==> config.mk <==
export PLATFORM = sky130hd
export DESIGN_NAME = prio_req_arbiter
export DESIGN_NICKNAME = d
export VERILOG_FILES = /design/src/rtl/prio_req_arbiter_pkg.sv /design/src/rtl/prio_req_arbiter_pick.sv /design/src/rtl/prio_req_arbiter.sv
export SDC_FILE = /design/constraint.sdc
export NUM_CORES = 1
export LEC_CHECK = 0
export ABC_AREA = 1
export ABC_CLOCK_PERIOD_IN_PS = 1800
export CAP_MARGIN = 20
export CORE_MARGIN = 4
export CORE_UTILIZATION = 45
export CTS_BUF_LIST = sky130_fd_sc_hd__clkbuf_8
export DETAILED_ROUTE_END_ITERATION = 6
export PLACE_DENSITY = 0.82
export SLEW_MARGIN = 20
export SYNTH_ARGS = -nofsm -noshare
export SYNTH_HDL_FRONTEND = slang
export SYNTH_SLANG_ARGS = --single-unit
export TNS_END_PERCENT = 100
==> constraint.sdc <==
create_clock -name clk -period 1.8 [get_ports clk]
set_clock_uncertainty 0.05 [all_clocks]
set_input_delay 0.18 -clock clk [delete_from_list [all_inputs] [get_ports clk]]
set_output_delay 0.18 -clock clk [all_outputs]
set_load 0.02 [all_outputs]
==> src/rtl/prio_req_arbiter_pkg.sv <==
// Shared constants and helpers for the request arbiter.
// Selection modes and index-width derivation.
package prio_req_arbiter_pkg;

  localparam int MODE_FIXED = 0;
  localparam int MODE_RR    = 1;

  function automatic int clog2(input int v);
    int r;
    r = 0;
    while ((1 << r) < v) r++;
    return r;
  endfunction

  function automatic int idx_width(input int n);
    return (n <= 1) ? 1 : clog2(n);
  endfunction

endpackage

==> src/rtl/prio_req_arbiter_pick.sv <==
// Rotating find-first picker: searches cand starting at start,
// wrapping N-1 -> 0, and reports the absolute winning index.
module prio_pick
  import prio_req_arbiter_pkg::*;
#(
  parameter int N = 8,
  localparam int IDX_W = idx_width(N)
) (
  input  logic [N-1:0]     cand,
  input  logic [IDX_W-1:0] start,
  output logic [IDX_W-1:0] winner,
  output logic             found
);

  logic [N-1:0] rot;

  always_comb begin
    int w;
    rot = N'({cand, cand} >> start);
    found = 1'b0;
    winner = '0;
    w = 0;
    for (int i = 0; i < N; i++) begin
      if (!found && rot[i]) begin
        found = 1'b1;
        w = i + int'(start);
        if (w >= N) w = w - N;
        winner = IDX_W'(w);
      end
    end
  end

endmodule

==> src/rtl/prio_req_arbiter.sv <==
// Registered request arbiter: pending latch, mask, fixed or
// round-robin pick, and a valid/ack grant register.
module prio_req_arbiter
  import prio_req_arbiter_pkg::*;
#(
  parameter int N = 8,
  parameter int MODE = MODE_FIXED,
  localparam int IDX_W = idx_width(N)
) (
  input  logic             clk,
  input  logic             rst_n,
  input  logic [N-1:0]     req,
  input  logic [N-1:0]     mask,
  input  logic             flush,
  output logic             grant_valid,
  output logic [IDX_W-1:0] grant_idx,
  input  logic             grant_ack,
  output logic [N-1:0]     pending,
  output logic             any_pending
);

  logic [N-1:0]     pend_q;
  logic [N-1:0]     clr;
  logic [N-1:0]     cand;
  logic [N-1:0]     pend_next;
  logic             gv_q;
  logic             anyp_q;
  logic [IDX_W-1:0] gidx_q;
  logic [IDX_W-1:0] ptr_q;
  logic [IDX_W-1:0] nxt;
  logic [IDX_W-1:0] start;
  logic [IDX_W-1:0] win;
  logic             found;
  logic             accept;

  assign accept = gv_q & grant_ack;
  assign clr = accept ? (N'(1) << gidx_q) : '0;
  assign nxt = (gidx_q == IDX_W'(N - 1)) ? '0
             : gidx_q + IDX_W'(1);

  // On ack the search already begins past the line being retired
  assign start = (MODE == MODE_RR) ? (accept ? nxt : ptr_q) : '0;

  assign cand = pend_q & ~mask & ~clr;
  assign pend_next = flush ? '0 : ((pend_q & ~clr) | req);

  prio_pick #(
    .N(N)
  ) u_pick (
    .cand   (cand),
    .start  (start),
    .winner (win),
    .found  (found)
  );

  always_ff @(posedge clk or negedge rst_n) begin
    if (!rst_n) begin
      pend_q <= '0;
      gv_q   <= 1'b0;
      gidx_q <= '0;
      ptr_q  <= '0;
      anyp_q <= 1'b0;
    end else begin
      pend_q <= pend_next;
      anyp_q <= |(pend_next & ~mask);
      if (flush) begin
        gv_q <= 1'b0;
      end else if (!gv_q || accept) begin
        gv_q <= found;
        if (found) gidx_q <= win;
      end
      if (MODE == MODE_RR && accept && !flush) ptr_q <= nxt;
    end
  end

  assign grant_valid = gv_q;
  assign grant_idx   = gidx_q;
  assign pending     = pend_q;
  assign any_pending = anyp_q;

endmodule

=== Word level (Yosys, flattened, before mapping) ===
Index checks and enable logic that the tools add are counted.

* Register bits: 13
* Bits in latches: 0
* RAM bits: 0
* Bits in read-only memories: 0
* Input bits: 20
* Output and inout bits: 13
* Logic and storage cells: 52
* Memories kept: 0

* $add $sub $neg: 0
* $mul: 0
* Div/mod/pow operators: 0
* $lt $le $gt $ge: 0
* Equal/unequal tests: 0
* Shift-type cells: 1
* Mux-type cells: 19
* Bitwise operators: 9
* Reduce and logical (&&, ||, !) cells: 19

{| class="wikitable"
|+ Operators by type and width
! operator !! number
|-
| AND 8 bit || 4
|-
| two-way mux 8 bit || 2
|-
| NOT 8 bit || 2
|-
| two-way mux 3 bit || 4
|-
| two-way mux 1 bit || 11
|-
| zero test 1 bit || 8
|-
| OR 8 bit || 1
|-
| OR reduction 8 bit || 1
|-
| << shifter 1 x 3 -> 8 bit, first input constant || 1
|-
| logical AND 1 bit || 7
|-
| two-way mux 2 bit || 2
|-
| AND reduction 3 bit || 1
|-
| nonzero test 2 bit || 1
|-
| AND 1 bit || 1
|-
| logical OR 1 bit || 1
|-
| NOT 1 bit || 1
|}

=== Longest topological paths before layout ===
Gate-level depths: netlist of the first run.

* Word-level depth: 28
* Mapped depth: 11
* Gate-level depth less buffers: 11

=== By module ===
Synthesis of the first run repeated with hierarchy kept, for this count alone.

* Cells, all modules: 248
* Area, all modules: 1524.0 sq um

{| class="wikitable"
|+ Modules (own cells, without submodules)
! module !! times used !! cells an instance !! area each (sq um) !! sequential area each (sq um)
|-
| prio_pick || 1 || 140 || 780.7 || 0.0
|-
| prio_req_arbiter || 1 || 108 || 743.2 || 325.3
|}

=== Worst setup path after synthesis of the first run ===
No wires, ideal clock.

* Path type: reg2reg
* Start point: register gv_q (netlist: grant_valid)
* End point: register gidx_q[0] (netlist: grant_idx[0])
* Library setup time: 118 ps
* Arrival: 1324 ps
* Data required time: 1632 ps
* Setup slack: 307 ps
* Cell stages (with the launch flop): 10
* Path buffers: 0
* Clock period less this slack: 1493 ps
* Path through: dfrtp_1 nand2_2 nor2_4 nand2_1 nand2_2 nand2_2 nor2_4 nand4_2 a21oi_1 nor2_1

* Word-level cells in the longest chain between the ends: 27
* Elaborated cells between the ends (all ways): 36
* Classes of those cells: mux (16); bitwise (3); reduce/logical (17)

{| class="wikitable"
|+ RTL lines
! element !! RTL line !! RTL
|-
| start, declared || prio_req_arbiter.sv:26 || <nowiki>logic gv_q;</nowiki>
|-
| start signal, assigned || prio_req_arbiter.sv:69 || <nowiki>gv_q <= found;</nowiki>
|-
| AND 1 bit || prio_req_arbiter.sv:36 || <nowiki>assign accept = gv_q & grant_ack;</nowiki>
|-
| two-way mux 8 bit || prio_req_arbiter.sv:37 || <nowiki>assign clr = accept ? (N'(1) << gidx_q) : '0;</nowiki>
|-
| NOT 8 bit || prio_req_arbiter.sv:44 || <nowiki>assign cand = pend_q & ~mask & ~clr;</nowiki>
|-
| AND 8 bit || prio_req_arbiter.sv:44 ||
|-
| two-way mux 1 bit || prio_req_arbiter_pick.sv:24 || <nowiki>if (!found && rot[i]) begin</nowiki>
|-
| zero test 1 bit || prio_req_arbiter_pick.sv:24 ||
|-
| logical AND 1 bit || prio_req_arbiter_pick.sv:24 ||
|-
| two-way mux 1 bit || prio_req_arbiter_pick.sv:24 ||
|-
| [... 11 more ...] || -- ||
|-
| two-way mux 1 bit || prio_req_arbiter_pick.sv:24 ||
|-
| zero test 1 bit || prio_req_arbiter_pick.sv:24 ||
|-
| logical AND 1 bit || prio_req_arbiter_pick.sv:24 ||
|-
| two-way mux 1 bit || prio_req_arbiter_pick.sv:24 ||
|-
| zero test 1 bit || prio_req_arbiter_pick.sv:24 ||
|-
| logical AND 1 bit || prio_req_arbiter_pick.sv:24 ||
|-
| two-way mux 1 bit || prio_req_arbiter_pick.sv:24 ||
|-
| AND reduction 3 bit (no line) || -- ||
|-
| end signal, assigned || prio_req_arbiter.sv:70 || <nowiki>if (found) gidx_q <= win;</nowiki>
|-
| end, declared || prio_req_arbiter.sv:28 || <nowiki>logic [IDX_W-1:0] gidx_q;</nowiki>
|}

Parallel ways exist; a longest one is shown, timed or not.
A chain may end at the register's enable or synchronous reset.

=== Worst setup path after layout of the first run ===
* Start point: register gidx_q[0] (netlist: grant_idx[0])
* End point: register gidx_q[0] (netlist: grant_idx[0])

* Word-level cells in the longest chain between the ends: 27
* Elaborated cells between the ends (all ways): 34
* Classes of those cells: shift (1); mux (16); bitwise (2); reduce/logical (15)

{| class="wikitable"
|+ RTL lines
! element !! RTL line
|-
| << shifter 1 x 3 -> 8 bit * || prio_req_arbiter.sv:37
|-
| two-way mux 8 bit * || prio_req_arbiter.sv:37
|-
| NOT 8 bit * || prio_req_arbiter.sv:44
|-
| AND 8 bit * || prio_req_arbiter.sv:44
|-
| two-way mux 1 bit || prio_req_arbiter_pick.sv:24
|-
| zero test 1 bit || prio_req_arbiter_pick.sv:24
|-
| logical AND 1 bit || prio_req_arbiter_pick.sv:24
|-
| two-way mux 1 bit || prio_req_arbiter_pick.sv:24
|-
| [... 11 more ...] || --
|-
| two-way mux 1 bit || prio_req_arbiter_pick.sv:24
|-
| zero test 1 bit || prio_req_arbiter_pick.sv:24
|-
| logical AND 1 bit || prio_req_arbiter_pick.sv:24
|-
| two-way mux 1 bit || prio_req_arbiter_pick.sv:24
|-
| zero test 1 bit || prio_req_arbiter_pick.sv:24
|-
| logical AND 1 bit || prio_req_arbiter_pick.sv:24
|-
| two-way mux 1 bit || prio_req_arbiter_pick.sv:24
|-
| AND reduction 3 bit (no line) || --
|}

Mark *: on every way between the ends. The rest lies on a longest branch, timed or not.

==> results.yml, run 1 <==
global_route:
  grt_use_total: 0.198
  antenna_found_initial: 0
  use_met3: 0.0573
  grt_pass1_vias: 932
  grt-ovfl-total: 0
  grt_busiest_layer: "met2"
  use_met1: 0.219
  grt_start_max_net_pins: 14
  globalRouteMet2Util: 0.350
  grt_pass1_wl_um: 3910
detailed_routing:
  avgViaCountPerCell: 4.77
  drt-initial-drc-count: 23
  routedWlPerCell_um: 11.7
  ant_nets: 0
  drc: 0
  wirelength_um: 2240
  num_vias: 912
  drt_pre_antenna_iters: 4
yosys:
  synth_top_family_by_area: "simple AND/OR/NAND/NOR gates"
  synth_cell_types: 17
  synth_compound_area_frac: 0.0908
  syn_nets: 150
  muxShareOfSynthArea: 0
  ys_seq_area_frac: 0.381
  synth_area_leaders: "dfrtp_1 38%, nand2_1 16%, inv_1 11%"
  yosys_warnings: 0
  synth_seq_cells: 13
  syn_area_per_cell_sq_um: 6.57
  syn-cell-area_sq_um: 855
  synthAdderAreaFrac: 0
  synth_top_area_cell: "dfrtp_1"
  yosys.area.top_type_share: 0.381
  synth_xor_area_frac: 0
  syn_inst: 130
  synthSimpleGateAreaFrac: 0.410
cts:
  cts_tree: "built"
  numClockSinks: 13
  cts_setup_buffers: 0
  htreeDepth: 1
  cts_buffers: 3
  cts.clk_slew.worst_paths_ns: 0.06
  cts_buffer_depth: 2
  cts.root.buffer_cell: "clkbuf_8"
  ctsHoldBuffers: 0
  cts.repair.resized: 0
  insertion_delay_ns: 0.25
floorplanning:
  rows: 15
  core_area_sq_um: 1760
  die_y_um: 51.6
  start_util: 0.484
  die_area_sq_um: 2660
  pin_count: 33
  die_w_um: 51.6
worst_setup_path:
  path_class: "flop to flop"
  critPathBufInv: 0
  rr_worst_depth: 8
  worstPathArrival_ns: 1.73
  r2r-end: "grant_idx[0]"
  regToRegSetupSlack_ns: 0.17
  startpoint_type: "flop"
  timing.rr.start: "grant_idx[0]"
  crit_path_top_delay_cell: "dfrtp_1"
  critPathMaxStageDelay_ns: 0.45
  endpoint_kind: "flop"
  cp_top_family: "simple AND/OR/NAND/NOR gates"
  required_ns: 1.89
  path_cells: "nor2_1 -> nand2_1 -> nand2_2 -> nand2_2 -> nor2_4 -> nand4_2 -> a21oi_1 -> nor2_1"
  cp_max_fo: 6
sta:
  fmax_ghz: 0.612
  slew_viol_final: 0
  finalSetupViolations: 0
  hold_violations: 0
  fin_crit_sh: 0.907
  slew_headroom: 0.586
  tightest_slew_ns: 0.619
  rsz0062_at_grt: "false"
  min_period_ns: 1.63
finish:
  syn2layout_area_growth_pct: 46.9
  nNetsFinal: 187
  fin_area_sq_um: 1250
  n_antenna_cell: 0
  layout_common_cells: "36 x nand2_1, 32 x clkdlybuf4s50_1, 27 x inv_1, 19 x nor2_1, 13 x dfrtp_1"
  final_util: 0.711
  layout-drive-gt1-share: 0.0904
  final_common_cell: "nand2_1"
pwr:
  totalPowerFinal_uw: 988
  p_leak_uw: 0.000640
  p_per_area_nw_per_um2: 788
  peakVddDrop_mv: 0.619
place:
  place_hpwl_um: 1750
  place_congestion: 0.839
  place_area_sq_um: 1210
  portBuffers: 32
run:
  maxCapViolCount: 0
min_path:
  hp-class: "input pin to asynchronous set/reset pin"
outcome:
  status: "finished clean"
==> Yosys cell counts <==
cell type	number
o21ai_1	1
nand3_1	6
clkbuf_1	1
nand2_1	36
nand2_2	6
nand4_2	1
nor2_2	2
nand3b_1	3
o21a_1	1
nor2_1	19
o211ai_1	1
a21boi_0	1
dfrtp_1	13
inv_1	26
nand4_1	1
a21oi_1	10
nor2_4	2
==> worst reg2reg max path, stage by stage (launching register included) <==
cell and delay, ns:
dfrtp_1 0.45, nor2_1 0.23, nand2_1 0.12, nand2_2 0.09
nand2_2 0.07, nor2_4 0.16, nand4_2 0.14, a21oi_1 0.15
nor2_1 0.05
==> flip-flops by register name, indices dropped and copies added, names as in the netlist <==
register	cells
pending	8
any_pending	1
grant_valid	1
grant_idx	3
==> how the worst max path moves through the flow <==
stage / startpoint / to / slack [ns] / depth (start not counted)
floorplan: grant_valid / grant_idx[0] / 0.31 / 9
finish: grant_idx[0] / grant_idx[0] / 0.17 / 8
global placement: grant_ack / grant_idx[0] / 0.04 / 10
detailed placement: grant_ack / grant_idx[0] / -0.005 / 10
CTS: grant_idx[0] / grant_idx[0] / 0.18 / 8
global route: grant_idx[0] / grant_idx[1] / 0.03 / 9
==> cell families after synthesis <==
group | count (synthesis)
and+or+nand+nor | 76
buffers and inverters | 27
AOI/OAI and AO/OA | 14
DFF | 13
==> report_power, final <==
group	leakage (uW)	internal, uW	switching (uW)	total (uW)
clock	0.0000269	151	116	268
combinational	0.000455	158	191	349
sequential	0.000158	329	43.1	372
total	0.000640	638	351	988
==> per-layer routing <==
metal | vias to the layer above | part of all wire
li1 | 464 | -
met1 | 411 | 0.43
met2 | 32 | 0.47
met3 | 5 | 0.075
met4 | 0 | 0.018
met5 | - | 0
==> layout make-up <==
cell class / count / area (sq um)
clock inverters: 1 / 3.75
multi-input cells: 90 / 428
inverters: 26 / 97.6
repair buffers: 33 / 328
well taps: 25 / 31.3
flip-flops and latches: 13 / 325
fillers: 157 / 509
clock buffers: 3 / 41.3
==> stage by stage <==
stage	std cells	worst slack (ns)	TNS, ns	hold WS (ns)
after global routing	191	0.0255	0	0.322
after CTS	191	0.179	0	0.288
after detailed placement	187	-0.00530	-0.00530	0.518
final	191	0.167	0	0.265
after floorplan	130	0.307	0	-0.166
after global placement	187	0.0353	0	0.498
(Power assumes the default switching activity.)
==> run 2: changes to the inputs <==
--- a/config.mk
+++ b/config.mk
@@ -6,7 +6,6 @@
 export NUM_CORES = 1
 export LEC_CHECK = 0
 export ABC_AREA = 1
-export ABC_CLOCK_PERIOD_IN_PS = 1800
 export CAP_MARGIN = 20
 export CORE_MARGIN = 4
 export CORE_UTILIZATION = 45
==> results of run 2 <==
Same layout as run 1: the final DEF is identical, and so are final timing and power.
==> run 3: changes to the inputs <==
==> constraint.sdc (replaced) <==
create_clock -name clk -period 1.8 [get_ports clk]
set_clock_uncertainty 0.05 [all_clocks]
set_input_delay 0.36 -clock clk [delete_from_list [all_inputs] [get_ports clk]]
set_output_delay 0.36 -clock clk [all_outputs]
set_load 0.02 [all_outputs]
==> run 3 against run 2 <==
Via count up 3.7%. Non-clock buffer count rose by 11. Largest power group is now combinational cells. Critical path type is now flop to primary output. Clock power decreased by 5%. Combinational power increased by 10%.
==> results.yml, run 3 (synthesized netlist as in run 1, its figures left out) <==
outcome:
  status: "finished clean"
detailed_routing:
  drt-initial-drc-count: 33
  drc: 0
  wirelength_um: 2410
  drt_pre_antenna_iters: 4
  num_vias: 946
  avgViaCountPerCell: 4.68
  routedWlPerCell_um: 11.9
  ant_nets: 0
place:
  place_congestion: 0.875
  place_hpwl_um: 1850
  portBuffers: 32
worst_setup_path:
  crit_path_top_delay_cell: "clkdlybuf4s50_1"
  path_class: "flop to primary output"
  critPathMaxStageDelay_ns: 0.64
  cp_max_fo: 6
  path_cells: "clkdlybuf4s50_1"
  required_ns: 1.39
  critPathBufInv: 1
  startpoint_type: "flop"
  worstPathArrival_ns: 1.34
  cp_top_family: "buffers and inverters"
  endpoint_kind: "primary output"
  regToRegSetupSlack_ns: 0.21
finish:
  fillers: 143
  syn2layout_area_growth_pct: 59.3
  n_antenna_cell: 0
  nNetsFinal: 198
  layout-drive-gt1-share: 0.169
  largest_reg_flops: 8
  final_common_cell: "nand2_1"
  layout_common_cells: "36 x nand2_1, 31 x clkdlybuf4s50_1, 26 x inv_1, 18 x nor2_1, 13 x dfrtp_1"
min_path:
  hp-class: "input pin to asynchronous set/reset pin"
cts:
  htreeDepth: 1
  numClockSinks: 13
  cts_tree: "built"
  cts_buffers: 3
  cts.clk_slew.worst_paths_ns: 0.06
  cts_buffer_depth: 2
  insertion_delay_ns: 0.24
  cts.root.buffer_cell: "clkbuf_8"
sta:
  hold_violations: 0
  holdWs_ns: 0.369
  min_period_ns: 1.75
  tightest_slew_ns: 0.249
  fin_crit_sh: 0.971
  slew_viol_final: 0
  finalSetupViolations: 0
  fmax_ghz: 0.572
  rsz0062_at_grt: "false"
  tns_ns: 0
  slew_headroom: 0.833
floorplanning:
  rows: 15
  pin_count: 33
  die_w_um: 51.6
  die_y_um: 51.6
  core_area_sq_um: 1760
  die_area_sq_um: 2660
  start_util: 0.484
pwr:
  p_leak_uw: 0.000701
  peakVddDrop_mv: 0.530
  p_per_area_nw_per_um2: 743
global_route:
  antenna_found_initial: 0
  grt_use_total: 0.205
  grt_pass1_vias: 984
  grt_pass1_wl_um: 4020
  grt-ovfl-total: 0
  grt_start_max_net_pins: 14
run:
  maxCapViolCount: 0
## run 3: cell count changes in the layout (fill, tap and decap cells not counted), sizes merged
| cell | change |
|---|---|
| buf | +11 |
| clkdlybuf4s50 | -1 |
| dlymetal6s2s | +1 |
## run 3: layer usage
layer | global-route usage | up-vias | wire length, um
met5 | 0 | - | 0
met4 | 0.0961 | 0 | 78
met3 | 0.0487 | 8 | 160
met2 | 0.373 | 39 | 1150
met1 | 0.221 | 413 | 1020
li1 | - | 486 | -
## run 3: worst paths after layout
| path | from | to | cells after the start |
|---|---|---|---|
| max | grant_idx[0] | grant_idx[0] | 1 |
| min | rst_n | pending[4] | 2 |
| max reg2reg | grant_idx[0] | grant_idx[1] | 9 |
| min reg2reg | pending[1] | pending[1] | 2 |
| max in group asynchronous | rst_n | pending[7] | 2 |
| min in group clk | grant_ack | grant_valid | 4 |
## run 3: what timing repair did
action / in CTS / in global routing
resized for setup: 0 / 6
setup endpoints to repair: 0 / 5
setup buffers: 0 / 0
hold buffers: 0 / 0
## run 3: area by class of cell
type,instances,area (sq um),share of cell area
multi-input cells,90,449,0.330
repair buffers,44,413,0.303
flip-flops and latches,13,325,0.239
inverters,26,97.6,0.0717
clock buffers,3,41.3,0.0303
well taps,25,31.3,0.0230
clock inverters,1,3.75,0.00276
## run 3: power by group
part           internal [uW]  switching [uW]
registers                329            43.7
logic                    180             204
clock network            151             104
## run 3: worst register-to-register path: stages, from the launching register on
cell     delay [ns]
dfrtp_1        0.44
nor2_1         0.21
nand2_1        0.12
nand2_2        0.10
nand2_2        0.07
nor2_4         0.15
nand4_4        0.13
nand2_2        0.10
nand2_1        0.07
nand2_1        0.09
## run 3: through the flow
| step | instances | instance area (sq um) | util | power, uW | setup WS, ns |
|---|---|---|---|---|---|
| 2_1_floorplan | 130 | 855 | - | 561 | 0.307 |
| 3_3_place_gp | 198 | 1290 | 0.733 | 735 | -0.117 |
| 3_5_place_dp | 198 | 1290 | 0.733 | 743 | -0.169 |
| 4_1_cts | 202 | 1340 | 0.758 | 1000 | 0.0350 |
| 5_1_grt | 202 | 1360 | 0.772 | 1080 | 0.00730 |
| 6_report | 202 | 1360 | 0.772 | 1010 | 0.0530 |
